## src/rtl/pic_pkg.sv

```systemverilog
// rtl/pic_pkg.sv - shared types, constants and priority-rank helper for the PIC sequencer
package pic_pkg;

    localparam int         NUM_IR       = 8;
    localparam logic [2:0] SPURIOUS_LVL = 3'd7;

    typedef enum logic [1:0] {
        ST_IDLE  = 2'd0,
        ST_ACK1  = 2'd1,
        ST_WAIT2 = 2'd2,
        ST_ACK2  = 2'd3
    } pic_state_e;

    // Rank 0 is the highest priority: the level just after the current lowest.
    function automatic logic [2:0] rank(input logic [2:0] level, input logic [2:0] lowest);
        return level - lowest - 3'd1;
    endfunction

endpackage

```

## src/rtl/pic_prio_resolver.sv

```systemverilog
// rtl/pic_prio_resolver.sv - rotating priority scan over an 8-bit request vector
module pic_prio_resolver
    import pic_pkg::*;
(
    input  logic [7:0] vec,
    input  logic [2:0] lowest,
    output logic       valid,
    output logic [2:0] level,
    output logic [2:0] rank
);

    // Scan from the lowest rank upward so the last hit is the highest priority.
    always_comb begin
        valid = 1'b0;
        level = SPURIOUS_LVL;
        rank  = 3'd7;
        for (int k = NUM_IR - 1; k >= 0; k--) begin
            if (vec[lowest + 3'(k) + 3'd1]) begin
                valid = 1'b1;
                level = lowest + 3'(k) + 3'd1;
                rank  = pic_pkg::rank(lowest + 3'(k) + 3'd1, lowest);
            end
        end
    end

endmodule

```

## src/rtl/pic_int_sequencer.sv

```systemverilog
// rtl/pic_int_sequencer.sv - IRR/ISR ownership, priority, INT and 8086-mode INTA vector sequencing
module pic_int_sequencer
    import pic_pkg::*;
#(
    parameter int VEC_BASE_W = 5
)
(
    input  logic                  clk,
    input  logic                  reset,
    input  logic [7:0]            ir,
    input  logic [7:0]            imr,
    input  logic                  ltim,
    input  logic                  aeoi,
    input  logic                  rot_aeoi,
    input  logic [VEC_BASE_W-1:0] vec_base,
    input  logic                  ninta,
    input  logic                  eoi_req,
    input  logic                  eoi_sl,
    input  logic                  eoi_rot,
    input  logic [2:0]            eoi_lvl,
    output logic                  int_o,
    output logic [7:0]            irr,
    output logic [7:0]            isr,
    output logic [7:0]            dout,
    output logic                  dout_oe
);

    pic_state_e state;
    logic [7:0] ir_q;
    logic       ninta_q;
    logic [2:0] lowest;
    logic [2:0] win;
    logic       win_spur;

    logic       req_valid, isr_valid;
    logic [2:0] req_level, isr_level;
    logic [2:0] req_rank, isr_rank;

    pic_prio_resolver u_req_res (
        .vec    (irr & ~imr),
        .lowest (lowest),
        .valid  (req_valid),
        .level  (req_level),
        .rank   (req_rank)
    );

    pic_prio_resolver u_isr_res (
        .vec    (isr),
        .lowest (lowest),
        .valid  (isr_valid),
        .level  (isr_level),
        .rank   (isr_rank)
    );

    logic       ninta_fall;
    logic       ack1;
    logic       ack2_done;
    logic [7:0] ack_mask;
    logic [7:0] eoi_mask;
    logic [7:0] aeoi_mask;
    logic       eoi_hit;
    logic [2:0] eoi_level;
    logic [7:0] irr_next;
    logic [7:0] isr_next;
    logic       int_next;

    always_comb begin
        ninta_fall = ninta_q & ~ninta;
        ack1       = (state == ST_IDLE) && ninta_fall;
        ack2_done  = (state == ST_ACK2) && ninta;
        ack_mask   = (ack1 && req_valid) ? (8'b1 << req_level) : 8'h00;

        eoi_level = eoi_sl ? eoi_lvl : isr_level;
        eoi_hit   = eoi_req && (eoi_sl || isr_valid);
        eoi_mask  = eoi_hit ? (8'b1 << eoi_level) : 8'h00;

        aeoi_mask = (ack2_done && aeoi && !win_spur) ? (8'b1 << win) : 8'h00;

        // An edge coinciding with its own acknowledge is deliberately dropped.
        if (ltim) begin
            irr_next = ir & ~ack_mask;
        end else begin
            irr_next = (irr | (ir & ~ir_q)) & ir & ~ack_mask;
        end

        isr_next = (isr & ~eoi_mask & ~aeoi_mask) | ack_mask;

        if (state == ST_ACK1) begin
            int_next = int_o;
        end else begin
            int_next = req_valid && (!isr_valid || (req_rank < isr_rank));
        end
    end

    always_ff @(posedge clk) begin
        if (reset) begin
            state    <= ST_IDLE;
            ir_q     <= 8'h00;
            ninta_q  <= 1'b1;
            irr      <= 8'h00;
            isr      <= 8'h00;
            int_o    <= 1'b0;
            dout     <= 8'h00;
            dout_oe  <= 1'b0;
            lowest   <= 3'd7;
            win      <= SPURIOUS_LVL;
            win_spur <= 1'b0;
        end else begin
            ir_q    <= ir;
            ninta_q <= ninta;
            irr     <= irr_next;
            isr     <= isr_next;
            int_o   <= int_next;

            if (eoi_hit && eoi_rot) begin
                lowest <= eoi_level;
            end else if (ack2_done && aeoi && rot_aeoi && !win_spur) begin
                lowest <= win;
            end

            case (state)
                ST_IDLE: begin
                    if (ninta_fall) begin
                        state    <= ST_ACK1;
                        win      <= req_valid ? req_level : SPURIOUS_LVL;
                        win_spur <= !req_valid;
                    end
                end
                ST_ACK1: begin
                    if (ninta) begin
                        state <= ST_WAIT2;
                    end
                end
                ST_WAIT2: begin
                    if (ninta_fall) begin
                        state   <= ST_ACK2;
                        dout    <= 8'({vec_base, win});
                        dout_oe <= 1'b1;
                    end
                end
                ST_ACK2: begin
                    if (ninta) begin
                        state   <= ST_IDLE;
                        dout_oe <= 1'b0;
                    end
                end
                default: state <= ST_IDLE;
            endcase
        end
    end

endmodule

```

## config.mk

```make
export PLATFORM = sky130hd
export DESIGN_NAME = pic_int_sequencer
export DESIGN_NICKNAME = d
export VERILOG_FILES = /design/src/rtl/pic_pkg.sv /design/src/rtl/pic_prio_resolver.sv /design/src/rtl/pic_int_sequencer.sv
export SDC_FILE = /design/constraint.sdc
export NUM_CORES = 1
export LEC_CHECK = 0
export ABC_CLOCK_PERIOD_IN_PS = 9570
export CAP_MARGIN = 30
export CORE_MARGIN = 3
export CORE_UTILIZATION = 55
export CTS_BUF_LIST = sky130_fd_sc_hd__clkbuf_8
export DETAILED_ROUTE_END_ITERATION = 8
export HOLD_SLACK_MARGIN = 0.03
export PLACE_DENSITY = 0.8
export SYNTH_ARGS = -nofsm -noshare
export SYNTH_HDL_FRONTEND = slang
export SYNTH_HIERARCHICAL = 1
export SYNTH_SLANG_ARGS = --single-unit
```

## constraint.sdc

```tcl
create_clock -name clk -period 9.57 [get_ports clk]
set_input_delay 1.914 -clock clk [delete_from_list [all_inputs] [get_ports clk]]
set_output_delay 1.914 -clock clk [all_outputs]
set_load 0.01 [all_outputs]
```

==> results.toml <==
[min_path]
hold_start = "int_o"
hold-path-cell-count = 2
hp-class = "reg2reg"
worstHoldEndpoint = "int_o"

[placed_design]
dp_slack_ns = 4.37
numPortBuffers = 58
place_hpwl_um = 9310
gp_congestion = 0.979

[critical_path]
cp.required_ns = 9.74
path_cells = "clkdlybuf4s50_1, nor2b_1, mux2i_1, mux4_2, nor2b_1, o311ai_1, and3_1, a221o_1, ha_1, a211oi_1, o311ai_0, a21oi_1"
crit_slowest_cell = "mux4_2"
end_kind = "register"
rr_worst_depth = 13
r2r-end = "int_o"
startpoint_type = "input port"
worstSetupPathType = "in2reg"
crit_fanout = 9
r2r_slack_ns = 4.96
r2r-start = "lowest[0]"
slowest_delay_ns = 0.59
cp_data_arrival_time_ns = 5.05
cpMostUsedCell = "nor2b_1"

[die]
dieArea_mm2 = 0.00934
chipHeight_um = 96.6
ios = 59
initial_utilization = 0.576
core_area_mm2 = 0.00785
num_rows = 32
die_w_um = 96.6

[final_layout]
finalNetCount = 605
drive_above_1_share = 0.129
synthToLayoutAreaGrowth_pct = 14.6
diodes = 0

[grt]
antenna_found_initial = 0
grt_pass1_wl_um = 20900
overflow = 0
grt_use_total = 0.264
grt_pass1_vias = 4277
grt_max_degree = 59

[clocking]
clock_path_buffers = 2
cts-root-buf = "clkbuf_8"
postCtsHoldBufs = 0
cts_max_level = 2
clk_pin_slew_ns = 0.08
cts_buffers = 5
cts_sinks = 44
tritoncts = "built"
post_cts.repair.setup_buffers = 0
cts_resized = 0
clk_latency_ns = 0.30

[timing]
fin_crit_ns = 4.88
worst_slack_ns = 4.69
timing.slew.headroom = 0.468
hold_viol_final = 0
fin_worst_skew_ns = 0.00360
fmax_mhz = 205
drv_slew = 0
setup_viol = 0
worst_pin_slew_ns = 0.778
post-route-period-util = 0.510
rsz0062_at_grt = "false"
setup_tns_ns = 0

[power_and_ir_drop]
cellPowerDensity_mw_per_mm2 = 179
p_leak_nw = 1.98
vdd_drop_max_mv = 0.159

[yosys]
synth_edf_count = 0
synth_cell_type_count = 66
synthesis.nets = 563
avgSynthCellArea_um2 = 8.81
synthTopCellsByArea = "dfxtp_1, mux4_2, mux2i_1"
synth_ff_type = "dfxtp_1"
synth_seq_cells = 44
yosysWarnings = 6
synth.most_common_cell = "dfxtp_1"
synth_cells = 513
synth.top_cells.by_count = "dfxtp_1, nand2_1, nor2_1"
yosysTopAreaCell = "dfxtp_1"
async_reset_ff_frac = 0
yosysTopAreaCellShare = 0.195
synth_area_mm2 = 0.00452
synth_seq_area_share = 0.195

[run_status]
status = "finished clean"

[route]
dr.pass1.iters = 6
drt_iter0_drc = 393
drc = 0
wl_per_cell_um = 18.7
routed-via-count = 4341
routed_wl_um = 12300
routed_via_density = 6.60
antenna_left = 0

[run]
drv_cap = 0
==> power by group <==
group | internal [mW] | leakage [nW] | switching (mW) | total [mW]
Sequential | 0.209 | 0.360 | 0.0365 | 0.246
Clock | 0.0509 | 0.0455 | 0.0653 | 0.116
Combinational | 0.253 | 1.57 | 0.311 | 0.565
Total | 0.513 | 1.98 | 0.413 | 0.926
==> registers in the layout (all words and copies together) (netlist names) <==
name      count
dout          8
dout_oe       1
isr           8
int_o         1
win_spur      1
irr           8
ir_q          8
win           3
state         2
lowest        3
ninta_q       1
==> through the flow <==
| step | util | hold slack (ns) | total power, mW | std cells | cell area (µm²) |
|---|---|---|---|---|---|
| after global routing | 0.660 | 0.482 | 0.995 | 658 | 5180 |
| after CTS | 0.660 | 0.464 | 0.920 | 658 | 5180 |
| after global placement | 0.647 | 0.444 | 0.786 | 649 | 5070 |
| final | 0.660 | 0.463 | 0.926 | 658 | 5180 |
| after floorplan | - | 0.470 | 0.666 | 513 | 4520 |
| after detailed placement | 0.649 | 0.449 | 0.802 | 650 | 5090 |
==> critical path, delay by kind of cell <==
family,cells,cell delay (ns)
buffers and inverters,1,0.41
adder cells (fa/ha/maj),1,0.28
multiplexers,2,0.83
AO/OA/AOI/OAI,5,0.85
AND/OR/NAND/NOR,3,0.78
==> worst max path at each step <==
stage            from    end  slack (ns)
5_1_grt        imr[7]  int_o        4.42
3_3_place_gp   imr[0]  int_o        4.52
4_1_cts        imr[7]  int_o        4.68
2_1_floorplan  imr[4]  int_o        5.23
3_5_place_dp   imr[7]  int_o        4.37
6_report       imr[7]  int_o        4.69
==> cell type report <==
cell class | count | area [µm²]
Multi-Input combinational cell | 411 | 3340
Fill cell | 698 | 2670
Sequential cell | 44 | 883
Timing Repair Buffer | 62 | 618
Tap cell | 102 | 128
Inverter | 31 | 116
Clock buffer | 5 | 68.8
Clock inverter | 3 | 20.0
==> placed cells by master (no fill, tap or decap), types with 16 or more instances in the layout <==
cell type | synthesis | final
mux2i_1 | 33 | 33
a21oi_1 | 31 | 31
mux2_2 | 16 | 16
nor2b_1 | 27 | 27
nor2_1 | 34 | 34
clkdlybuf4s50_1 | 0 | 58
dfxtp_1 | 44 | 42
mux4_2 | 24 | 24
ha_1 | 17 | 17
inv_1 | 31 | 32
nand2_1 | 43 | 43
==> cell families after synthesis <==
family | Yosys count | synth area share
xor gates and xnor gates | 16 | 0.0493
AOI/OAI and AO/OA | 143 | 0.228
DFF | 44 | 0.195
adders and majority gates | 17 | 0.0471
and+or+nand+nor | 160 | 0.179
buffers and inverters | 58 | 0.0651
muxes | 75 | 0.238
==> per-layer routing <==
| layer | up-vias | share of wire | GRT usage |
|---|---|---|---|
| met2 | 227 | 0.48 | 0.443 |
| met3 | 36 | 0.084 | 0.0476 |
| met4 | 0 | 0.028 | 0.0821 |
| met1 | 2063 | 0.41 | 0.344 |
| met5 | - | 0 | 0 |
| li1 | 2015 | - | - |
No activity file was read; power rests on OpenSTA's default activity.
